### config.mk
export PLATFORM = sky130hd
export DESIGN_NAME = alu_issue
export DESIGN_NICKNAME = d
export VERILOG_FILES = /design/src/rtl/alu_issue.sv
export SDC_FILE = /design/constraint.sdc
export NUM_CORES = 1
export LEC_CHECK = 0
export CORE_MARGIN = 1.5
export CORE_UTILIZATION = 40
export DETAILED_ROUTE_END_ITERATION = 12
export PLACE_DENSITY = 0.8
export SLEW_MARGIN = 20
export SYNTH_ARGS = -nofsm -noshare
export SYNTH_HDL_FRONTEND = slang
export SYNTH_SLANG_ARGS = --single-unit
### constraint.sdc
create_clock -name clk -period 2.4 [get_ports clk]
set_input_delay 0.72 -clock clk [delete_from_list [all_inputs] [get_ports clk]]
set_output_delay 0.72 -clock clk [all_outputs]
set_load 0.1 [all_outputs]
### src/rtl/alu_issue.sv
// alu_issue: accepts decoded instructions, drives the ALU's one-hot control and
// operands for the op's latency, then hands the result to writeback. It also
// owns the architectural {GT, ET} flag register that CMP updates.
//
// alu_sig bit order (isAdd .. isMov):
//   0 add, 1 sub, 2 cmp, 3 mul, 4 div, 5 mod, 6 lsl, 7 lsr, 8 asr,
//   9 or, 10 and, 11 not, 12 mov
// Flag vectors are {GT, ET} with GT in bit 1.
module alu_issue #(
  parameter int MUL_LAT = 2,
  parameter int DIV_LAT = 16
) (
  input  logic        clk,
  input  logic        rst_n,
  input  logic        in_valid,
  output logic        in_ready,
  input  logic [31:0] inst,
  input  logic [31:0] op1,
  input  logic [31:0] op2,
  output logic [12:0] alu_sig,
  output logic [31:0] alu_a,
  output logic [31:0] alu_b,
  input  logic [31:0] alu_result,
  input  logic [1:0]  alu_flag,
  output logic        wb_valid,
  input  logic        wb_ready,
  output logic [3:0]  wb_rd,
  output logic [31:0] wb_data,
  output logic [1:0]  flags_q,
  output logic        illegal
);

  typedef enum logic [1:0] {S_IDLE, S_EXEC, S_WB} state_t;

  localparam logic [4:0] OP_MUL = 5'd2;
  localparam logic [4:0] OP_DIV = 5'd3;
  localparam logic [4:0] OP_MOD = 5'd4;
  localparam logic [4:0] OP_CMP = 5'd5;
  localparam logic [4:0] OP_ASR = 5'd12;
  localparam logic [4:0] OP_NOP = 5'd13;

  state_t      state_q, state_d;
  logic [4:0]  op_q, op_d;
  logic [3:0]  rd_q, rd_d;
  logic [31:0] a_q, a_d;
  logic [31:0] b_q, b_d;
  logic [4:0]  cnt_q, cnt_d;
  logic [31:0] data_q, data_d;
  logic [1:0]  flags_d;
  logic        illegal_q, illegal_d;

  // Instruction fields
  logic [4:0]  opc;
  logic        imm_f;
  logic [1:0]  modif;
  logic [15:0] imm16;
  logic        unused_inst_bits;

  assign opc   = inst[31:27];
  assign imm_f = inst[26];
  assign modif = inst[17:16];
  assign imm16 = inst[15:0];
  assign unused_inst_bits = ^inst[21:18];

  logic [31:0] imm_ext;
  logic [31:0] b_sel;
  logic [4:0]  lat_m1;
  logic [12:0] sig_dec;

  // Immediate extension and operand-B select; modifier 11 behaves like 00
  always_comb begin
    imm_ext = {{16{imm16[15]}}, imm16};
    case (modif)
      2'b01:   imm_ext = {16'h0000, imm16};
      2'b10:   imm_ext = {imm16, 16'h0000};
      default: imm_ext = {{16{imm16[15]}}, imm16};
    endcase
    b_sel = imm_f ? imm_ext : op2;
  end

  // Latency counter preload (L-1) for the incoming opcode
  always_comb begin
    lat_m1 = 5'd0;
    if (opc == OP_MUL)
      lat_m1 = 5'(MUL_LAT - 1);
    else if (opc == OP_DIV || opc == OP_MOD)
      lat_m1 = 5'(DIV_LAT - 1);
  end

  // One-hot ALU control decode of the latched opcode
  always_comb begin
    sig_dec = '0;
    case (op_q)
      5'd0:    sig_dec[0]  = 1'b1;
      5'd1:    sig_dec[1]  = 1'b1;
      5'd2:    sig_dec[3]  = 1'b1;
      5'd3:    sig_dec[4]  = 1'b1;
      5'd4:    sig_dec[5]  = 1'b1;
      5'd5:    sig_dec[2]  = 1'b1;
      5'd6:    sig_dec[10] = 1'b1;
      5'd7:    sig_dec[9]  = 1'b1;
      5'd8:    sig_dec[11] = 1'b1;
      5'd9:    sig_dec[12] = 1'b1;
      5'd10:   sig_dec[6]  = 1'b1;
      5'd11:   sig_dec[7]  = 1'b1;
      5'd12:   sig_dec[8]  = 1'b1;
      default: sig_dec     = '0;
    endcase
  end

  // Next-state logic for the IDLE/EXEC/WB sequencer and its datapath
  always_comb begin
    state_d   = state_q;
    op_d      = op_q;
    rd_d      = rd_q;
    a_d       = a_q;
    b_d       = b_q;
    cnt_d     = cnt_q;
    data_d    = data_q;
    flags_d   = flags_q;
    illegal_d = 1'b0;
    case (state_q)
      S_IDLE: begin
        if (in_valid) begin
          op_d  = opc;
          rd_d  = inst[25:22];
          a_d   = op1;
          b_d   = b_sel;
          cnt_d = lat_m1;
          if (opc <= OP_ASR)
            state_d = S_EXEC;
          else if (opc != OP_NOP)
            illegal_d = 1'b1;
        end
      end
      S_EXEC: begin
        if (cnt_q == 5'd0) begin
          if (op_q == OP_CMP) begin
            flags_d = alu_flag;
            state_d = S_IDLE;
          end else begin
            data_d  = alu_result;
            state_d = S_WB;
          end
        end else begin
          cnt_d = cnt_q - 5'd1;
        end
      end
      S_WB: begin
        if (wb_ready)
          state_d = S_IDLE;
      end
      default: state_d = S_IDLE;
    endcase
  end

  // State register with asynchronous reset that drops any in-flight op
  always_ff @(posedge clk or negedge rst_n) begin
    if (!rst_n) begin
      state_q   <= S_IDLE;
      op_q      <= 5'd0;
      rd_q      <= 4'd0;
      a_q       <= 32'd0;
      b_q       <= 32'd0;
      cnt_q     <= 5'd0;
      data_q    <= 32'd0;
      flags_q   <= 2'b00;
      illegal_q <= 1'b0;
    end else begin
      state_q   <= state_d;
      op_q      <= op_d;
      rd_q      <= rd_d;
      a_q       <= a_d;
      b_q       <= b_d;
      cnt_q     <= cnt_d;
      data_q    <= data_d;
      flags_q   <= flags_d;
      illegal_q <= illegal_d;
    end
  end

  assign in_ready = (state_q == S_IDLE);
  assign wb_valid = (state_q == S_WB);
  assign alu_sig  = (state_q == S_EXEC) ? sig_dec : 13'd0;
  assign alu_a    = a_q;
  assign alu_b    = b_q;
  assign wb_rd    = rd_q;
  assign wb_data  = data_q;
  assign illegal  = illegal_q;

endmodule

Yosys cells after proc, flatten, opt, wreduce, memory -nomap -nowiden. Index checks and enable logic that the tools add are counted.

Register bits after elaboration: 115. Latch bits: 0. RAM bits: 0. Bits in read-only memories: 0. Output and inout port bits: 118. Memories: 0.

Add/subtract/negate cells: 1. Multipliers: 0. Divide/modulo/power cells: 0. Magnitude comparators: 1. Eq/ne operators: 25. Shifts and indexed selects: 0. Mux-type cells: 31. Bitwise operators: 1. Reduce and logical (&&, ||, !) cells: 10.

Operators by type and width (count): 32-bit case mux with 2 select lines (1); 32-bit two-way mux (1); 5-bit by 3-bit equality test with 1-bit output, second input constant (5); 5-bit by 4-bit equality test with 1-bit output, second input constant (5); 5-bit by 2-bit equality test with 1-bit output, second input constant (4); 1-bit two-way mux (17); 13-bit two-way mux (1); 5-bit logical NOT (2); 2-bit two-way mux (5); 5-bit two-way mux (2); 5-bit case mux with 2 select lines (1); 3-bit AND reduction (3); 4-bit two-way mux (2); 2-bit inequality test, second input constant (3); 2-bit case mux with 3 select lines (1); 5-bit by 1-bit equality test with 1-bit output, second input constant (1); 5-bit by 4-bit less-or-equal comparator with 1-bit output, second input constant (1); 5-bit by 4-bit inequality test with 1-bit output, second input constant (1); 5-bit by 1-bit subtractor with 5-bit output, second input constant (1); 2-bit by 1-bit equality test with 1-bit output, second input constant (2); 2-bit equality test, second input constant (2); 2-bit by 1-bit inequality test with 1-bit output, second input constant (2); 4-bit AND reduction (1); 2-bit logical NOT (1); other kinds (4) (4).

Logic depth before layout (Yosys ltp).
Word-level depth: 6. Depth in mapped cells: 7. Gate-level depth less buffers: 6.

Worst setup path before layout. OpenSTA, ideal clock, no wires.

Path kind: flip-flop to output port. From: register state_q[1]. To: output alu_sig[8]. Data arrival time: 3991 ps. Slack: -2311 ps. Stages on the path, launching flop included: 5. Path through: dfrtp_1 buf_2 nand2b_1 or3_1 nor4bb_1.

Cells in the longest elaborated chain, start to end: 2.

Ends and longest elaborated chain: start: declaration (line 42) `state_t state_q, state_d;`; start signal: assignment (line 170) `state_q <= state_d;`; 2-bit by 1-bit equality test with 1-bit output (line 184) `assign alu_sig = (state_q == S_EXEC) ? sig_dec : 13'd0;`; 13-bit two-way mux (line 184); end: declaration (line 20) `output logic [12:0] alu_sig,`.

No other way between the ends.

Worst setup path after layout.
From: register op_q[1]. To: output alu_sig[8].

Cells in the longest elaborated chain, start to end: 3.

Ends and longest elaborated chain: start: declaration (line 43) `logic [4:0] op_q, op_d;`; start signal: assignment (line 171) `op_q <= op_d;`; 5-bit by 4-bit equality test with 1-bit output (line 93) `case (op_q)`; 1-bit two-way mux (line 93); 13-bit two-way mux (line 184).

No other way between the ends.

==> flow_summary.toml <==
[placed_design]
dp.cells = 915
gp_congestion = 0.879
io_buffer_count = 247
post-dp-hpwl_um = 11100

[clock_tree]
cts_inserted_buffers = 17
cts.root.buffer_cell = "clkbuf_16"
worst_setup_hold_path_clk_slew_ns = 0.06
tritoncts = "done"
clock_insertion_delay_worst_skew_ns = 0.40
cts_hold_buf = 0
cts-htree-levels = 4
cts-root-to-sink-buffers = 2
cts_sinks = 115

[global_routing]
groute.layer.met1.usage = 0.265
grt_first_pass_wirelength_um = 23500
global_route.usage.total = 0.227
busiest_layer = "met2"
met3_demand_to_capacity_share_in_global_routing = 0.0807
first_global_vias = 4675
grt_start_max_net_pins = 67
globalRouteMet2Util = 0.392
overflow = 0
antenna_violations_before_repair = 0

[timing]
slew-limit-headroom = 0.619
skew_ns = 0.00834
final-hold-violation-count = 0
fmax_mhz = 391
fin_ws_ns = -0.160
rsz0062_at_grt = "true"
min_period_over_period = 1.07
holdWs_ns = 0.236
slew_at_the_pin_with_the_worst_max_slew_slack_ns = 0.572
finalSetupViolCount = 10
final-max-slew-violation-count = 0
period_minus_slack_ns = 2.56

[final_layout]
area_delta_synth_final_pct = 68.4
drive_above_1_share = 0.303
final_cell_count_no_fill = 950
diodes = 0
layout.core_utilization = 0.697
layout.cells.most_common_list = "129 x nand2_1, 127 x clkdlybuf4s50_1, 122 x buf_4"
net_total_in_the_final_layout = 906
layout_commonest_cell = "nand2_1"

[synth]
postSynthCellCount = 510
synth-edff-count = 0
yosysWarnings = 0
netlist_area_um2 = 5030
asyncSetResetFlopFracSynth = 1.00
syn_nets = 647
yosys_most_used_dff = "dfrtp_1"
synth_fa_ha_area_frac = 0.00746
postSynthAreaPerCell_um2 = 9.87
yosysTopAreaCell = "dfrtp_1"
post_synth_mux_area_share = 0.0776
yosysSeqAreaShare = 0.572
share_of_the_synthesized_area_in_compound_gates_ao_oa_aoi_oai = 0.0957
synth_top_area_cells = "dfrtp_1 57%, nand2_1 9.7%, mux2_2 7.2%"
yosys_register_bits = 115
post_synth_xor_area_fraction = 0
synth_top_cell_area_share = 0.572
synth-simple-area-share = 0.214
largest_family_of_logic_cells_by_synthesized_area = "simple AND/OR/NAND/NOR gates"
synth_cell_type_count = 39

[drt]
number_of_remaining_drc_errors = 0
routed_wirelength_um = 15000
detailroute.via_count = 4726
avgRoutedWirePerCell_um = 15.8
via_per_inst = 4.97
drtAntennaViolNets = 0
detailedRoute.firstIterationViolations = 228
drt-pass1-iter-count = 5

[critical_path]
worst_setup_sp_type = "flip-flop"
critPathLaunch = "op_q[1]$_DFFE_PN0P_"
crit_required_ns = 1.68
critical_path_class = "reg -> out"
cp-end-kind = "output pin"
worst-path-max-fanout = 6
cp_data_arrival_time_ns = 1.84
r2r.worst_path.cells = 6
reg2reg_from = "cnt_q[0]$_DFFE_PN0P_"

[die]
ios = 252
effective_utilization_at_floorplan = 0.414
floorplan.die_area_um2 = 13300
die_x_um = 115
core_area_um2 = 12200
placementRows = 40
die_y_um = 115

[outcome]
violated_checks = "negative setup slack"
outcome = "finished, violations left"

[job]
max_cap_violations = 0

[worst_hold_path]
worst_hold_check_path_type = "in -> async"
==> metrics by stage <==
stage                     setup TNS [ns]  cell area (um2)  setup slack, ns
after detailed placement          -0.685             7760          -0.0896
after CTS                          -1.22             8430           -0.185
after floorplan                    -1.93             5120           -0.477
final                             -0.517             8470           -0.160
after global routing               -1.38             8470           -0.225
after global placement           -0.0309             7760         -0.00938
==> layer usage <==
layer | share of wire | wire length [um] | vias to the layer above
met5 | 0 | 0 | -
met4 | 0.011 | 162 | 0
met3 | 0.091 | 1370 | 18
met2 | 0.50 | 7470 | 219
met1 | 0.40 | 6030 | 2253
li1 | - | - | 2236
==> cell type report <==
type | count | area [um2]
Clock buffer | 20 | 447
Tap cell | 168 | 210
Multi-Input combinational cell | 360 | 2140
Fill cell | 897 | 3690
Timing Repair Buffer | 270 | 2590
Inverter | 5 | 18.8
Sequential cell | 115 | 2880
Clock inverter | 12 | 180
==> worst max-delay path: stages, from the launching register on <==
cell and delay, ns:
dfrtp_2 0.46, or3_4 0.42, nor4bb_4 0.34, buf_12 0.22
==> cells in the mapped netlist, types with 2 or more instances <==
cell type	instances
nand2_1	130
dfrtp_1	115
nor2_1	57
nor2b_1	36
a31oi_1	34
a21oi_1	33
mux2_2	32
clkbuf_1	15
buf_2	12
inv_1	5
buf_6	3
ha_1	3
o21ai_0	3
mux2_4	2
nand3_1	2
nor3_1	2
nor3b_1	2
nor4b_1	2
or3_1	2
==> kinds of logic after synthesis <==
kind of cell | after synthesis
DFF | 115
muxes | 34
buffers and inverters | 35
and+or+nand+nor | 242
AOI/OAI and AO/OA | 81
adders and majority gates | 3
==> flip-flops by register name, indices dropped and copies added (netlist names) <==
name	count
illegal	1
op_q	5
wb_data	32
cnt_q	5
flags_q	2
state_q	2
alu_b	32
wb_rd	4
alu_a	32
==> worst paths after layout <==
| path | endpoint | slack [ns] |
|---|---|---|
| setup / recovery | alu_sig[8] | -0.16 |
| setup reg to reg | wb_data[31]$_DFFE_PN0P_ | 0.53 |
| hold reg to reg | alu_a[28]$_DFFE_PN0P_ | 0.47 |
| hold / removal | wb_data[16]$_DFFE_PN0P_ | 0.24 |
| min in group clk | alu_a[28]$_DFFE_PN0P_ | 0.47 |
| max in group asynchronous | op_q[1]$_DFFE_PN0P_ | 1.47 |
==> timing repair <==
action                                 4_1_cts  5_1_grt
endpoints found under the hold margin        0        0
setup endpoints to repair                   13       13
setup buffers                                2        1
resized for setup                            7        9
pin swaps                                    4        5
gates cloned                                 0        0
Power is left out: the tool's default activity adds up to more than one toggle a clock period on the data nets, which glitch-free logic cannot reach.
